$ cat src/rtl/circle_sprite_engine_if.sv
// rtl/circle_sprite_engine_if.sv - pixel index in, pixel colour and frame tick out
interface circle_sprite_engine_if;
   logic [12:0] pixel_index;
   logic [15:0] color;
   logic        frame_tick;

   modport master (output pixel_index, input color, input frame_tick);
   modport slave  (input pixel_index, output color, output frame_tick);
endinterface

$ cat src/rtl/circle_sprite_engine.sv
// rtl/circle_sprite_engine.sv - renders bouncing filled/ring circles over a background
// Two-stage pixel pipeline plus per-frame motion of each circle centre.
module circle_sprite_engine #(
   parameter int WIDTH       = 96,
   parameter int HEIGHT      = 64,
   parameter int NUM_CIRCLES = 2,
   parameter int RING_W      = 2,
   parameter int FRAME_DIV   = 2
) (
   input  logic                      clk25,
   input  logic                      rst_n,
   circle_sprite_engine_if.slave     pix,
   input  logic                      move_en,
   input  logic                      ring_mode,
   input  logic [6*NUM_CIRCLES-1:0]  radius,
   input  logic [16*NUM_CIRCLES-1:0] circle_color,
   input  logic [15:0]               bg_color
);
   localparam int CNT_W = (FRAME_DIV > 1) ? $clog2(FRAME_DIV) : 1;
   localparam logic [CNT_W-1:0] CNT_LAST = CNT_W'(FRAME_DIV - 1);
   localparam int R_MAX = HEIGHT / 2 - 1;
   localparam int NPIX  = WIDTH * HEIGHT;

   logic [12:0]      idx_q, idx_d;
   logic             frame_tick_q, frame_tick_d;
   logic [CNT_W-1:0] fcnt_q, fcnt_d;
   logic             step;
   logic [6:0]       cx_q [NUM_CIRCLES];
   logic [6:0]       cx_d [NUM_CIRCLES];
   logic [5:0]       cy_q [NUM_CIRCLES];
   logic [5:0]       cy_d [NUM_CIRCLES];
   logic             dirx_q [NUM_CIRCLES];
   logic             dirx_d [NUM_CIRCLES];
   logic             diry_q [NUM_CIRCLES];
   logic             diry_d [NUM_CIRCLES];
   logic [6:0]       x_q, x_d;
   logic [5:0]       y_q, y_d;
   logic             valid_q, valid_d;
   logic [15:0]      color_q, color_d;

   function automatic logic [6:0] cx_init(input int k);
      return 7'((k + 1) * WIDTH / (NUM_CIRCLES + 1));
   endfunction

   function automatic logic [5:0] r_eff(input logic [5:0] r);
      return (r > 6'(R_MAX)) ? 6'(R_MAX) : r;
   endfunction

   // Near-edge check wins over far-edge so an oversized circle drifts toward +.
   function automatic void axis_step(input logic [6:0] pos, input logic dir,
                                     input logic [5:0] r, input logic signed [9:0] lim,
                                     output logic [6:0] pos_n, output logic dir_n);
      logic signed [9:0] np;
      np    = $signed({3'b000, pos}) + (dir ? 10'sd1 : -10'sd1);
      pos_n = pos;
      dir_n = dir;
      if (np - $signed({4'b0000, r}) < 10'sd0) begin
         dir_n = 1'b1;
      end else if (np + $signed({4'b0000, r}) > lim) begin
         dir_n = 1'b0;
      end else begin
         pos_n = np[6:0];
      end
   endfunction

   always_comb begin : motion
      logic [6:0] cy_n;
      cy_n         = '0;
      idx_d        = pix.pixel_index;
      frame_tick_d = (pix.pixel_index == 13'd0) && (idx_q != 13'd0);
      fcnt_d       = fcnt_q;
      step         = 1'b0;
      if (frame_tick_q) begin
         if (fcnt_q == CNT_LAST) begin
            fcnt_d = '0;
            step   = move_en;
         end else begin
            fcnt_d = fcnt_q + 1'b1;
         end
      end
      for (int k = 0; k < NUM_CIRCLES; k++) begin
         cx_d[k]   = cx_q[k];
         cy_d[k]   = cy_q[k];
         dirx_d[k] = dirx_q[k];
         diry_d[k] = diry_q[k];
         if (step) begin
            axis_step(cx_q[k], dirx_q[k], r_eff(radius[6*k +: 6]), 10'(WIDTH - 1),
                      cx_d[k], dirx_d[k]);
            axis_step({1'b0, cy_q[k]}, diry_q[k], r_eff(radius[6*k +: 6]), 10'(HEIGHT - 1),
                      cy_n, diry_d[k]);
            cy_d[k] = cy_n[5:0];
         end
      end
   end

   always_comb begin : s1
      x_d     = 7'(pix.pixel_index % WIDTH);
      y_d     = 6'(pix.pixel_index / WIDTH);
      valid_d = int'(pix.pixel_index) < NPIX;
   end

   // Walk from the highest index down so the lowest-index hit ends up winning.
   always_comb begin : s2
      logic signed [15:0] dx, dy;
      logic [13:0]        d2, rr, ri;
      logic [5:0]         r;
      logic               hit;
      dx      = '0;
      dy      = '0;
      d2      = '0;
      rr      = '0;
      ri      = '0;
      r       = '0;
      hit     = 1'b0;
      color_d = bg_color;
      if (valid_q) begin
         for (int k = NUM_CIRCLES - 1; k >= 0; k--) begin
            dx  = $signed({9'b0, x_q}) - $signed({9'b0, cx_q[k]});
            dy  = $signed({10'b0, y_q}) - $signed({10'b0, cy_q[k]});
            d2  = 14'(dx * dx) + 14'(dy * dy);
            r   = r_eff(radius[6*k +: 6]);
            rr  = {8'b0, r};
            ri  = {8'b0, 6'(r - 6'(RING_W))};
            hit = d2 <= rr * rr;
            if (ring_mode && (r >= 6'(RING_W))) begin
               hit = hit && (d2 > ri * ri);
            end
            if (hit) begin
               color_d = circle_color[16*k +: 16];
            end
         end
      end
   end

   always_ff @(posedge clk25 or negedge rst_n) begin
      if (!rst_n) begin
         idx_q        <= '0;
         frame_tick_q <= 1'b0;
         fcnt_q       <= '0;
         x_q          <= '0;
         y_q          <= '0;
         valid_q      <= 1'b0;
         color_q      <= '0;
         for (int k = 0; k < NUM_CIRCLES; k++) begin
            cx_q[k]   <= cx_init(k);
            cy_q[k]   <= 6'(HEIGHT / 2);
            dirx_q[k] <= (k % 2 == 0);
            diry_q[k] <= 1'b1;
         end
      end else begin
         idx_q        <= idx_d;
         frame_tick_q <= frame_tick_d;
         fcnt_q       <= fcnt_d;
         x_q          <= x_d;
         y_q          <= y_d;
         valid_q      <= valid_d;
         color_q      <= color_d;
         for (int k = 0; k < NUM_CIRCLES; k++) begin
            cx_q[k]   <= cx_d[k];
            cy_q[k]   <= cy_d[k];
            dirx_q[k] <= dirx_d[k];
            diry_q[k] <= diry_d[k];
         end
      end
   end

   assign pix.color      = color_q;
   assign pix.frame_tick = frame_tick_q;
endmodule

$ cat src/flat_wrapper.sv
// flat-port wrapper written by rule: the top's interface ports become plain ports
module circle_sprite_engine_flat 
#(
   parameter int WIDTH       = 96,
   parameter int HEIGHT      = 64,
   parameter int NUM_CIRCLES = 2,
   parameter int RING_W      = 2,
   parameter int FRAME_DIV   = 2
)
  (clk25, rst_n, move_en, ring_mode, radius, circle_color, bg_color, pix_pixel_index, pix_color, pix_frame_tick);
  circle_sprite_engine_if pix_i ();
  input  logic clk25;
  input  logic rst_n;
  input  logic move_en;
  input  logic ring_mode;
  input  logic [6*NUM_CIRCLES-1:0] radius;
  input  logic [16*NUM_CIRCLES-1:0] circle_color;
  input  logic [15:0] bg_color;
  input wire logic [$bits(pix_i.pixel_index)-1:0] pix_pixel_index;
  output wire logic [$bits(pix_i.color)-1:0] pix_color;
  output wire logic [$bits(pix_i.frame_tick)-1:0] pix_frame_tick;
  assign pix_i.pixel_index = pix_pixel_index;
  assign pix_color = pix_i.color;
  assign pix_frame_tick = pix_i.frame_tick;
  circle_sprite_engine #(.WIDTH(WIDTH), .HEIGHT(HEIGHT), .NUM_CIRCLES(NUM_CIRCLES), .RING_W(RING_W), .FRAME_DIV(FRAME_DIV)) u_core (.clk25(clk25), .rst_n(rst_n), .pix(pix_i), .move_en(move_en), .ring_mode(ring_mode), .radius(radius), .circle_color(circle_color), .bg_color(bg_color));
endmodule
$ cat config.mk
export PLATFORM = sky130hd
export DESIGN_NAME = circle_sprite_engine_flat
export DESIGN_NICKNAME = d
export VERILOG_FILES = /design/src/rtl/circle_sprite_engine_if.sv /design/src/rtl/circle_sprite_engine.sv /design/src/flat_wrapper.sv
export SDC_FILE = /design/constraint.sdc
export NUM_CORES = 1
export LEC_CHECK = 0
export ABC_AREA = 0
export CAP_MARGIN = 25
export CORE_ASPECT_RATIO = 1.25
export CORE_MARGIN = 4
export CORE_UTILIZATION = 60
export DETAILED_ROUTE_END_ITERATION = 7
export DONT_BUFFER_PORTS = 1
export PLACE_DENSITY = 0.74
export RECOVER_POWER = 100
export SLEW_MARGIN = 15
export SYNTH_ARGS = -nofsm -noshare
export SYNTH_HDL_FRONTEND = slang
export SYNTH_SLANG_ARGS = --single-unit
$ cat constraint.sdc
create_clock -name clk25 -period 12.71 [get_ports clk25]
set_clock_uncertainty 0.15 [all_clocks]
set_input_delay 1.9065 -clock clk25 [delete_from_list [all_inputs] [get_ports clk25]]
set_output_delay 1.9065 -clock clk25 [all_outputs]
set_load 0.005 [all_outputs]
==> flow_metrics.py <==
metrics = {
    "timing": {
        "rsz0062_at_grt": "false",
        "fin_crit_ns": 10.04,
        "max_freq_mhz": 99.6,
        "hold_viol": 0,
        "min_period_over_period_pct": 79.0,
        "slew_violations": 0,
        "slew_headroom_pct": 4.39,
        "fin_setup_tns_ns": 0,
        "worstMarginPinSlew_ns": 1.43,
        "final-setup-viol-count": 0,
    },
    "floorplanning": {
        "num_rows": 68,
        "start_util_pct": 61.4,
        "die_x_um": 159,
        "num_io_pins": 94,
        "fp.dieArea_um2": 31400,
        "coreArea_um2": 27900,
        "die_height_um": 197,
    },
    "global_routing": {
        "grt-ovfl-total": 0,
        "grt_first_pass_wirelength_um": 65800,
        "antenna_found_initial": 0,
        "grt_max_degree": 73,
        "grt_pass1_vias": 13892,
        "grt_usage_pct": 25.4,
    },
    "synth": {
        "synth_edf_count": 0,
        "synth.largest_area_cell": "fa_1",
        "ys_top_cells_by_area": "fa_1, ha_1, dfrtp_1",
        "syn_avg_cell_area_um2": 8.84,
        "yosys_warnings": 0,
        "synth_common_cells": "inv_1, ha_1, fa_1, nor2_1, nand2_1",
        "synth_top_area_share_pct": 25.7,
        "ys_types": 71,
        "ys_async_sr_fraction_pct": 100,
        "synth_most_common_cell": "inv_1",
        "synthFlopType": "dfrtp_1",
        "yosysSeqAreaShare_pct": 10.6,
        "ys_seq_elements": 72,
        "syn_area_um2": 17100,
        "netlist_instances": 1939,
    },
    "finish": {
        "register_area_um2": 1810,
        "multiInputGateArea_um2": 13800,
        "fill_cells": 2374,
        "nNetsFinal": 2501,
        "antennaDiodeCount": 0,
        "drive_gt1_share_pct": 3.09,
        "syn2layout_area_growth_pct": 3.80,
        "final_core_util_pct": 63.8,
    },
    "clock_tree": {
        "cts_root_buf": "clkbuf_16",
        "clkLatencyLatePin_ns": 0.34,
        "htreeDepth": 3,
        "cts_hold_buf": 0,
        "clk_pin_slew_ns": 0.07,
        "cts_setup_buffers": 0,
        "clock-sinks": 72,
        "clk_path_buf_depth": 2,
        "cts-resized-gates": 0,
        "cts_tree": "done",
        "numCtsBuffers": 9,
    },
    "routing": {
        "vias": 13022,
        "drtIter0Drc": 592,
        "postRouteWirelength_um": 38100,
        "via_per_inst": 5.69,
        "drc": 0,
        "first_pass_iters": 5,
        "wl_per_cell_um": 16.7,
        "ant_nets": 0,
    },
    "setup_path": {
        "cp_top_family": "adder cells",
        "cp-start-kind": "register",
        "endpoint_kind": "register",
        "worstSetupPathType": "register to register",
        "cp.required_ns": 12.78,
        "crit_top_cell": "fa_1",
        "max_stage_delay_ns": 1.04,
        "path_buf_inv": 4,
        "cpMaxStageDelayCell": "clkbuf_1",
        "r2r_setup_slack_ns": 2.67,
        "critPathMaxFanout": 32,
        "crit_arrival_ns": 10.11,
    },
    "status": {
        "outcome": "finished clean",
    },
    "placed_design": {
        "portBuffers": 0,
        "dp_hpwl_um": 32800,
        "gp_congestion": 0.922,
    },
    "run": {
        "cap_violations": 0,
    },
    "hold_path": {
        "min_path_type": "register to register",
    },
}
## sequential cells by signal (all words and copies together), names as in the netlist
signal / flops
u_core.diry_q: 2
u_core.cy_q: 12
u_core.pix.frame_tick: 1
u_core.x_q: 4
u_core.idx_q: 13
u_core.cx_q: 14
u_core.dirx_q: 2
u_core.pix.color: 16
u_core.y_q: 6
u_core.fcnt_q: 1
u_core.valid_q: 1
## final cells by class
cell class / count / share of cell area, %
multi-input cells: 1456 / 77.3
repair buffers: 6 / 0.232
inverters: 389 / 8.21
flip-flops and latches: 72 / 10.2
well taps: 350 / 2.46
clock inverters: 5 / 0.218
clock buffers: 11 / 1.36
## logic make-up after synthesis
family | Yosys count | synth area share [%]
adder cells (fa/ha/maj) | 491 | 45.5
AO/OA/AOI/OAI | 345 | 13.8
flip-flops | 72 | 10.6
multiplexers | 25 | 1.58
AND/OR/NAND/NOR | 441 | 12.0
XOR/XNOR | 133 | 6.96
buffers and inverters | 430 | 9.57
other | 2 | 0.0438
## metrics by stage
| step | setup slack, ns | cells | hold slack (ns) | cell area [um2] |
|---|---|---|---|---|
| 2_1_floorplan | 3.72 | 1958 | 0.306 | 17200 |
| 3_3_place_gp | 3.68 | 2271 | 0.320 | 17500 |
| 3_5_place_dp | 3.45 | 2271 | 0.334 | 17500 |
| 4_1_cts | 3.45 | 2287 | 0.343 | 17800 |
| 5_1_grt | 2.05 | 2289 | 0.369 | 17800 |
| 6_report | 2.67 | 2289 | 0.341 | 17800 |
## layer usage
layer | track usage [%] | up-vias | routed length [um]
li1 | - | 6265 | -
met1 | 28.5 | 6316 | 14500
met2 | 48.6 | 329 | 20500
met3 | 2.15 | 112 | 1200
met4 | 11.7 | 0 | 1970
met5 | 0 | - | 0
## cell usage in the layout (no fill, tap or decap), types with 8 or more instances in the layout
master and count:
inv_1 387, ha_1 270, fa_1 220, nor2_1 152, nand2_1 128, xnor2_1 101
a21oi_1 99, dfrtp_1 65, a21o_1 56, o21ai_0 38, o21bai_1 36, nand2b_1 34
xor2_1 30, nor2b_1 24, nand3_1 22, conb_1 21, a311o_1 18, and2_1 18
o32ai_1 17, mux2_2 17, nor3_1 15, o21a_1 13, a31oi_1 12, clkbuf_16 9
mux2i_1 8, or2_2 8
## worst paths after layout
kind,from,end,depth (start not counted)
setup / recovery,u_core.cy_q[0]$_DFFE_PN0P_,u_core.pix.color[2]$_DFF_PN0_,32
hold / removal,u_core.fcnt_q$_DFFE_PN0P_,u_core.fcnt_q$_DFFE_PN0P_,1
setup reg to reg,u_core.cy_q[0]$_DFFE_PN0P_,u_core.pix.color[2]$_DFF_PN0_,32
hold reg to reg,u_core.fcnt_q$_DFFE_PN0P_,u_core.fcnt_q$_DFFE_PN0P_,1
max in group asynchronous,rst_n,u_core.dirx_q[1]$_DFFE_PN1P_,0
min in group asynchronous,rst_n,u_core.pix.color[5]$_DFF_PN0_,0
## worst register-to-register path: cells and delay by family (launching register included)
family	cells	cell delay [ns]
xor gates and xnor gates	1	0.18
DFF	1	0.46
adders and majority gates	10	4.41
AOI/OAI and AO/OA	11	2.62
buffers and inverters	4	1.42
and+or+nand+nor	6	0.67
Power is not shown: default switching activity piles up to over one toggle a cycle in this logic, so the estimate is an artifact.
